==> src/rtl/color_sensor.sv <==
// Colour-sensor front end: counts rising edges of two async sensor clocks per gate window, flags the faster one.
// Latency: input edge to count 3 clk; color updates on the clk after the window-end compare.
// No backpressure: free-running measurement, outputs are plain registered levels.
module color_sensor #(
   parameter int         GATE_CYCLES = 16777216,
   parameter int         CNT_W       = 16,
   parameter logic [1:0] SCALE       = 2'b11
) (
   output logic       color,
   output logic [1:0] scale,
   input  logic       sensorFreq,
   input  logic       sensorFreq2,
   input  logic       clk,
   input  logic       rst
);

   localparam int               TW      = (GATE_CYCLES > 1) ? $clog2(GATE_CYCLES) : 1;
   localparam logic [TW-1:0]    LAST    = TW'(GATE_CYCLES - 1);
   localparam logic [CNT_W-1:0] CNT_MAX = '1;

   // bit 0 = sensorFreq (channel 1), bit 1 = sensorFreq2 (channel 2)
   logic [1:0]       r_meta;
   logic [1:0]       r_sync;
   logic [1:0]       r_prev;
   logic [TW-1:0]    r_timer;
   logic [CNT_W-1:0] r_cnt1;
   logic [CNT_W-1:0] r_cnt2;
   logic             r_color;
   logic [1:0]       r_scale;

   logic [1:0]       w_edge;
   logic             w_win_end;
   logic [CNT_W-1:0] w_cnt1_nxt;
   logic [CNT_W-1:0] w_cnt2_nxt;

   assign w_edge    = r_sync & ~r_prev;
   assign w_win_end = (r_timer == LAST);

   // Next counts include an edge seen this cycle, so the window-end compare sees it too.
   assign w_cnt1_nxt = (w_edge[0] && (r_cnt1 != CNT_MAX)) ? r_cnt1 + 1'b1 : r_cnt1;
   assign w_cnt2_nxt = (w_edge[1] && (r_cnt2 != CNT_MAX)) ? r_cnt2 + 1'b1 : r_cnt2;

   // Two-flop synchroniser plus a delayed copy for rising-edge detection.
   always_ff @(posedge clk) begin
      if (rst) begin
         r_meta <= 2'b00;
         r_sync <= 2'b00;
         r_prev <= 2'b00;
      end else begin
         r_meta <= {sensorFreq2, sensorFreq};
         r_sync <= r_meta;
         r_prev <= r_sync;
      end
   end

   // Gate timer: 0..GATE_CYCLES-1, wrapping at window end.
   always_ff @(posedge clk) begin
      if (rst) begin
         r_timer <= '0;
      end else if (w_win_end) begin
         r_timer <= '0;
      end else begin
         r_timer <= r_timer + 1'b1;
      end
   end

   // Saturating edge counters; zero going into the next window so its first edge counts as 1.
   always_ff @(posedge clk) begin
      if (rst || w_win_end) begin
         r_cnt1 <= '0;
         r_cnt2 <= '0;
      end else begin
         r_cnt1 <= w_cnt1_nxt;
         r_cnt2 <= w_cnt2_nxt;
      end
   end

   // Colour decision at window end; a tie keeps the previous decision.
   always_ff @(posedge clk) begin
      if (rst) begin
         r_color <= 1'b0;
      end else if (w_win_end) begin
         if (w_cnt1_nxt > w_cnt2_nxt) begin
            r_color <= 1'b1;
         end else if (w_cnt2_nxt > w_cnt1_nxt) begin
            r_color <= 1'b0;
         end
      end
   end

   // Sensor held in power-down during reset, then the configured output scaling.
   always_ff @(posedge clk) begin
      if (rst) begin
         r_scale <= 2'b00;
      end else begin
         r_scale <= SCALE;
      end
   end

   assign color = r_color;
   assign scale = r_scale;

endmodule

==> config.mk <==
export PLATFORM = sky130hd
export DESIGN_NAME = color_sensor
export DESIGN_NICKNAME = d
export VERILOG_FILES = /design/src/rtl/color_sensor.sv
export SDC_FILE = /design/constraint.sdc
export NUM_CORES = 1
export LEC_CHECK = 0
export CORE_UTILIZATION = 44
export CTS_CLUSTER_DIAMETER = 50
export DETAILED_ROUTE_END_ITERATION = 8
export PLACE_DENSITY_LB_ADDON = 0.15
export SYNTH_ARGS = -nofsm -noshare
export SYNTH_HDL_FRONTEND = slang
export SYNTH_SLANG_ARGS = --single-unit
==> constraint.sdc <==
create_clock -name clk -period 7.9 [get_ports clk]
set_clock_uncertainty 0.1 [all_clocks]
set_input_delay 1.58 -clock clk [delete_from_list [all_inputs] [get_ports clk]]
set_output_delay 1.58 -clock clk [all_outputs]
set_load 0.01 [all_outputs]
==> impl_metrics.ini, run 1 <==
[outcome]
status = completed

[layout]
n_fill_cell = 714
area_delta_synth_final_pct = 8.64
seq_area_um2 = 1280
final_util = 0.494
drive_above_1_share = 0.0871
multiInputGateArea_um2 = 1940
antenna_cells_inserted = 0
mostFrequentLayoutCells = dfxtp_1 (64), nor2_1 (49), xor2_1 (25), xnor2_1 (24), nand3_1 (23)
mostFrequentLayoutCell = dfxtp_1
fin_nets = 374

[cts]
root_buffer = clkbuf_8
cts_sinks = 64
postCtsResizedCells = 0
cts_tree = done
ctsHoldBuffers = 0
post_cts_buffers = 0
h-tree-depth = 3
clockBufferDepth = 2
clkSlewWorstSetupHoldPaths_ns = 0.07
numCtsBuffers = 9
clk-insertion-delay-late_ns = 0.34

[power]
comb_power_share = 0.032
netSwitchingPower_mw = 0.139
pwr_density_cell_nw_per_um2 = 166
internal_power_mw = 0.456
switching_share = 0.234
p_leak_nw = 1.43
peakVddDrop_v = 0.000112
clockPowerShare = 0.414
p_seq_frac = 0.553

[routing]
drt_iter0_markers = 115
wl_per_cell_um = 13.3
vias_per_cell = 5.16
drc_errors = 0
antenna_left = 0
finalWirelength_um = 6070
vias = 2349
drt-pass1-iter-count = 4

[critical_path]
worstPathMaxFanout = 4
critPathKind = reg -> reg
critPathArrivalTime_ns = 3.41
cpPeakStageDelay_ns = 0.49
rr_worst_depth = 11
worstPathCellList = ha_1, nand4_1, nor4_4, nor2b_2, mux2_4, ha_1, nor2b_1, o211ai_1, a2111oi_0, or4_1, o21ai_0
cp_slowest_cell = or4_1
cp-endpoint = color
r2r_slack_ns = 4.66
setup.worst_path.start = r_cnt2[0]
critical_path_required_ns = 8.06
cp_common_cell = ha_1
timing.rr.end = color
timing.rr.start = r_cnt2[0]
critPathLaunchType = register
crit_path_end_kind = register

[yosys]
ys_warn_count = 0
synth-simple-area-share = 0.332
synth_adder_area_share = 0.0720
synth_compound_area_frac = 0.0413
synth.ff_latch_count = 64
syn_avg_cell_area_um2 = 9.65
yosysUniqueCellTypes = 44
async_flop_share = 0
synth_fp_nets = 365
synth_ff_type = dfxtp_1
synth_edf_count = 0
seq_area_frac_synth = 0.388
synth_top_family_by_area = simple AND/OR/NAND/NOR gates
synthesis.area_um2 = 3300
synth_cells = 342
synth_mux_area_frac = 0.0106
synthXorXnorAreaFrac = 0.130

[floorplanning]
die_h_um = 88.6
coreArea_um2 = 7250
die_area_um2 = 7850
rows = 31
die_x_um = 88.6
io_pins = 7
start_util = 0.455

[timing]
rsz0062_at_grt = no
min_period_over_period = 0.411
fin_tns_setup_ns = 0
hold_viol = 0
fin_hold_ws_ns = 0.339
slew_headroom = 0.625
fin_crit_ns = 3.24
clock.fmax_mhz = 308
drv_slew = 0
finalSetupViolations = 0
worstMarginPinSlew_ns = 0.563

[global_route]
use_met3 = 0.0560
grt_max_degree = 52
grt.busiest_layer = met2
grt_pass1_vias = 2238
grt_pass1_wl_um = 10400
grt_antenna_before_repair = 0
grt.overflow.total = 0
grt_util_all_layers = 0.177
met2_usage = 0.283
use_met1 = 0.225

[worst_hold_path]
min_path_type = reg -> reg

[job]
cap_violations = 0

[placement]
numPortBuffers = 6
hpwl_um = 4300
gp_congestion = 0.777
[area by class of cell]
type,instances,area share
multi-input cells,267,0.540
repair buffers,6,0.0167
flip-flops and latches,64,0.357
clock buffers,11,0.0394
well taps,99,0.0345
clock inverters,5,0.00907
inverters,3,0.00314
[power by group through the flow]
stage               registers [mW]  clock network [mW]  logic (mW)
global placement             0.336                   0      0.0197
detailed placement           0.336                   0      0.0199
global route                 0.329               0.269      0.0225
floorplan                    0.336                   0      0.0166
finish                       0.329               0.246      0.0193
CTS                          0.329               0.258      0.0201
[worst min path at each step]
stage / start / to / slack, ns / depth (start not counted)
6_report: r_meta[0] / r_sync[0] / 0.34 / 1
3_5_place_dp: r_meta[0] / r_sync[0] / 0.33 / 1
3_3_place_gp: r_meta[0] / r_sync[0] / 0.32 / 1
5_1_grt: r_meta[0] / r_sync[0] / 0.36 / 1
2_1_floorplan: r_meta[0] / r_sync[0] / 0.31 / 1
4_1_cts: r_meta[0] / r_sync[0] / 0.34 / 1
[critical path, delay by kind of cell (launching register included)]
kind	cells	cell delay, ns
mux	1	0.33
simple gates	5	1.38
fa+ha+maj	2	0.52
compound gates	3	0.44
flops	1	0.38
[registers in the layout, summed over array words and instances, names as in the netlist]
signal	cells
r_timer	24
r_cnt1	16
r_cnt2	16
r_meta	2
r_prev	2
r_sync	2
color	1
scale	1
[cells in the mapped netlist (all sizes together) (2+ instances only)]
master   count  area, um^2
nor3b        2        15.0
and3         9        56.3
o211ai       2        15.0
nor4b        3        26.3
xor2        25         219
nand3       23         115
and4         7        61.3
nor2        49         184
nand2       13        56.3
nand4b       2        17.5
nor2b       23         154
nor4         9         116
xnor2       24         210
o21ai        2        10.0
inv          3        11.3
nor3         9        56.3
nand4       22         201
buf          7        68.8
a211oi       3        22.5
ha          19         238
a21oi        7        35.0
a2111oi      2        23.8
a21o         2        15.0
mux2i        2        20.0
dfxtp       64        1280
[layer usage]
layer	wire, um	vias to the layer above
met5	0	-
met3	193	6
met4	70	0
met2	2810	28
li1	-	1238
met1	3000	1077
[through the flow]
step | std cells | total power, mW | setup slack (ns) | area, um^2
after floorplan | 342 | 0.352 | 5.01 | 3300
after global placement | 439 | 0.356 | 4.60 | 3410
after detailed placement | 439 | 0.356 | 4.45 | 3410
after CTS | 455 | 0.606 | 4.64 | 3590
after global routing | 455 | 0.621 | 4.43 | 3590
final | 455 | 0.594 | 4.66 | 3590
[cells by family (layout without fill, tap and decap cells)]
family | count (synthesis) | in the layout
AOI/OAI and AO/OA | 20 | 20
xor gates and xnor gates | 49 | 49
adders and majority gates | 19 | 19
buffers and inverters | 11 | 25
DFF | 64 | 64
muxes | 3 | 3
and+or+nand+nor | 176 | 176
(Power assumes the default switching activity.)
==> run 2, diff against run 1 <==
==> constraint.sdc (replaced) <==
create_clock -name clk -period 3 [get_ports clk]
set_clock_uncertainty 0.1 [all_clocks]
set_input_delay 0.6 -clock clk [delete_from_list [all_inputs] [get_ports clk]]
set_output_delay 0.6 -clock clk [all_outputs]
set_load 0.01 [all_outputs]
==> impl_metrics.ini, run 2 (synthesis gave the netlist of run 1 again) <==
[routing]
vias = 2496
wl_per_cell_um = 14.1
drt-pass1-iter-count = 4
drt_iter0_markers = 87
finalWirelength_um = 6670
antenna_left = 0
drc_errors = 0
vias_per_cell = 5.25

[critical_path]
cp.depth = 12
worstPathCellList = ha_4, nand4_1, buf_4, nor4_4, buf_4, nor3_4, xor2_1, ha_1, nand4_1, a211oi_1, or4_1, o21ai_1
rr_worst_depth = 12
cp_slowest_cell = or4_1
critPathLaunchType = register
crit_buf_inv = 2
critical_path_required_ns = 3.18
critPathKind = reg -> reg
critPathTopFamily = simple AND/OR/NAND/NOR gates
critPathArrivalTime_ns = 3.19
crit_path_end_kind = register
cpPeakStageDelay_ns = 0.53
worstPathMaxFanout = 4

[global_route]
grt.overflow.total = 0
grt_max_degree = 52
grt_antenna_before_repair = 0
grt_pass1_vias = 2302
grt_pass1_wl_um = 10800
grt_util_all_layers = 0.184

[power]
p_leak_nw = 1.57
peakVddDrop_v = 0.000343
pwr_density_cell_nw_per_um2 = 435

[layout]
fin_nets = 394
reg_top3 = r_timer (24), r_cnt1 (16), r_cnt2 (16)
area_delta_synth_final_pct = 16.7
n_fill_cell = 708
largest_reg_flops = 24
antenna_cells_inserted = 0
drive_above_1_share = 0.173
mostFrequentLayoutCell = dfxtp_1
largest_register = r_timer
mostFrequentLayoutCells = dfxtp_1 (58), nor2_1 (49), xor2_1 (25), nand3_1 (23), xnor2_1 (23)

[placement]
gp_congestion = 0.818
numPortBuffers = 6
hpwl_um = 4530

[worst_hold_path]
min_path_cells = 1
min_path_type = reg -> reg

[cts]
cts_sinks = 64
cts_tree = done
clk-insertion-delay-late_ns = 0.35
numCtsBuffers = 9
clkSlewWorstSetupHoldPaths_ns = 0.07
h-tree-depth = 3
clockBufferDepth = 2
root_buffer = clkbuf_8

[timing]
drv_slew = 0
finalSetupViolations = 1
rsz0062_at_grt = yes
hold_viol = 0
slew_headroom = 0.605
fin_crit_ns = 3.01
min_period_over_period = 1.00
fin_hold_ws_ns = 0.342
worstMarginPinSlew_ns = 0.591
fin_tns_setup_ns = -0.0132
layout_setup_ws_ns = -0.0132
clock.fmax_mhz = 332

[floorplanning]
die_h_um = 88.6
die_x_um = 88.6
coreArea_um2 = 7250
io_pins = 7
rows = 31
die_area_um2 = 7850
start_util = 0.455

[job]
cap_violations = 0

[outcome]
violations = negative setup slack
status = finished, violations left
-- run 2: per-layer routing --
layer / up-vias / track usage / share of wire
li1: 1280 / - / -
met1: 1177 / 0.230 / 0.47
met2: 26 / 0.303 / 0.48
met3: 13 / 0.0541 / 0.032
met4: 0 / 0.0616 / 0.014
met5: - / 0 / 0
-- run 2: cell type report --
class / instances / area, um^2 / area share
repair buffers: 26 / 210 / 0.0546
inverters: 3 / 11.3 / 0.00292
clock inverters: 5 / 56.3 / 0.0146
multi-input cells: 267 / 2020 / 0.524
well taps: 99 / 124 / 0.0322
clock buffers: 11 / 141 / 0.0367
flip-flops and latches: 64 / 1290 / 0.335
-- run 2: worst paths after layout --
path | from | to | slack [ns]
worst max-delay path | r_cnt2[1] | color | -0.01
worst min-delay path | r_meta[1] | r_sync[1] | 0.34
worst max register to register | r_cnt2[1] | color | -0.01
worst min register to register | r_meta[1] | r_sync[1] | 0.34
-- run 2: repair_timing --
item / CTS / global route
gates resized for setup: 0 / 22
hold buffers: 0 / 0
setup endpoints to repair: 0 / 1
buffers inserted: 0 / 7
-- run 2: stage by stage --
step / utilization / instance area [um^2] / std cells / total power, mW / setup WS (ns)
after detailed placement: 0.484 / 3510 / 452 / 0.941 / 0.0312
after floorplan: - / 3300 / 342 / 0.927 / 0.114
after CTS: 0.511 / 3710 / 468 / 1.69 / 0.0156
final: 0.531 / 3850 / 475 / 1.67 / -0.0132
after global placement: 0.484 / 3510 / 452 / 0.940 / 0.140
after global routing: 0.531 / 3850 / 475 / 1.75 / -0.143
-- run 2: power breakdown --
group | internal, mW | total, mW | leakage [nW] | switching (mW)
Sequential | 0.858 | 0.865 | 0.521 | 0.00732
Combinational | 0.0255 | 0.0573 | 0.953 | 0.0318
Clock | 0.405 | 0.751 | 0.0993 | 0.346
==> run 3, diff against run 2 <==
--- a/config.mk
+++ b/config.mk
@@ -5,7 +5,7 @@
 export SDC_FILE = /design/constraint.sdc
 export NUM_CORES = 1
 export LEC_CHECK = 0
-export CORE_UTILIZATION = 44
+export CORE_UTILIZATION = 40
 export CTS_CLUSTER_DIAMETER = 50
 export DETAILED_ROUTE_END_ITERATION = 8
 export PLACE_DENSITY_LB_ADDON = 0.15
==> impl_metrics.ini, run 3 (synthesis gave the netlist of run 1 again) <==
[routing]
vias = 2470
finalWirelength_um = 6570
antenna_left = 0
vias_per_cell = 5.22
drt-pass1-iter-count = 4
drt_iter0_markers = 127
drc_errors = 0
wl_per_cell_um = 13.9

[layout]
fin_area_um2 = 3790
seq_area_um2 = 1280
antenna_cells_inserted = 0
final_util = 0.483
mostFrequentLayoutCells = dfxtp_1 (62), nor2_1 (49), xor2_1 (25), nand3_1 (23), xnor2_1 (23)
largest_reg_flops = 24
reg_top3 = r_timer (24), r_cnt1 (16), r_cnt2 (16)
area_delta_synth_final_pct = 14.8
largest_register = r_timer
fin_cells = 473
drive_above_1_share = 0.156
multiInputGateArea_um2 = 2010
mostFrequentLayoutCell = dfxtp_1
n_fill_cell = 764
fin_nets = 389

[floorplanning]
io_pins = 7
coreArea_um2 = 7850
start_util = 0.421
die_area_um2 = 8620
die_x_um = 92.8
die_h_um = 92.8
rows = 32

[timing]
clock.fmax_mhz = 339
fin_hold_ws_ns = 0.339
drv_slew = 0
finalSetupViolations = 0
fin_crit_ns = 2.95
fin_tns_setup_ns = 0
slew_headroom = 0.610
rsz0062_at_grt = yes
layout_setup_ws_ns = 0.0465
min_period_over_period = 0.985
hold_viol = 0
worstMarginPinSlew_ns = 0.585

[global_route]
grt_util_all_layers = 0.167
use_met1 = 0.199
met2_usage = 0.279
grt_pass1_wl_um = 11200
grt_antenna_before_repair = 0
grt.busiest_layer = met2
use_met3 = 0.0599
grt_pass1_vias = 2419
grt.overflow.total = 0
grt_max_degree = 52

[critical_path]
crit_path_end_kind = register
critPathLaunchType = register
critical_path_required_ns = 3.17
timing.rr.start = r_cnt2[1]
cpPeakStageDelay_ns = 0.50
cp_slowest_cell = or4_1
worstPathCellList = ha_4, nand4_1, buf_4, nor4_4, buf_4, nor3_2, xor2_1, ha_1, nand4_1, a21oi_2, or4_1, o21ai_1
critPathArrivalTime_ns = 3.12
setup.worst_path.start = r_cnt2[1]
critPathKind = reg -> reg
worstPathMaxFanout = 4

[placement]
dp_cells = 453
dp_slack_ns = 0.0513
gp_congestion = 0.801
place_area_um2 = 3500
numPortBuffers = 6
hpwl_um = 4550

[cts]
cts_tree = done
clk-insertion-delay-late_ns = 0.34
clkSlewWorstSetupHoldPaths_ns = 0.07
clockBufferDepth = 2
cts_sinks = 64
numCtsBuffers = 9
ctsHoldBuffers = 0
root_buffer = clkbuf_8
h-tree-depth = 3

[power]
total_power_mw = 1.63
p_leak_nw = 1.53
peakVddDrop_v = 0.000252
pwr_density_cell_nw_per_um2 = 430

[outcome]
status = completed

[worst_hold_path]
worstHoldStart = r_meta[1]
min_path_type = reg -> reg

[job]
cap_violations = 0
run 3: worst paths after layout:
check / endpoint / cells after the start / slack [ns]
max: color / 12 / 0.05
min: r_sync[1] / 1 / 0.34
min reg2reg: r_sync[1] / 1 / 0.34
max reg2reg: color / 12 / 0.05
run 3: final cells by class:
class                           count  share of cell area
Multi-Input combinational cell    267               0.530
Clock inverter                      6              0.0158
Sequential cell                    64               0.339
Inverter                            3             0.00297
Tap cell                          102              0.0337
Clock buffer                       10              0.0337
Timing Repair Buffer               21              0.0456
run 3: metal layers:
metal / wire (um) / share of wire / vias up
li1: - / - / 1265
met1: 3050 / 0.46 / 1164
met2: 3150 / 0.48 / 29
met3: 252 / 0.038 / 12
met4: 116 / 0.018 / 0
met5: 0 / 0 / -
run 3: repair_timing:
action | in CTS | in global routing
buffers inserted | 0 | 4
gates resized for setup | 0 | 18
endpoints found under the setup margin | 0 | 1
run 3: critical path: cells and delay by family, from the launching register on:
| family | cells | cell delay, ns |
|---|---|---|
| xor+xnor | 1 | 0.27 |
| compound gates | 2 | 0.19 |
| simple gates | 5 | 1.15 |
| buf+inv | 2 | 0.37 |
| flops | 1 | 0.35 |
| fa+ha+maj | 2 | 0.45 |
run 3: power by group:
group	internal (mW)	switching, mW
clock	0.379	0.325
sequential	0.859	0.00706
combinational	0.0261	0.0318
total	1.26	0.364
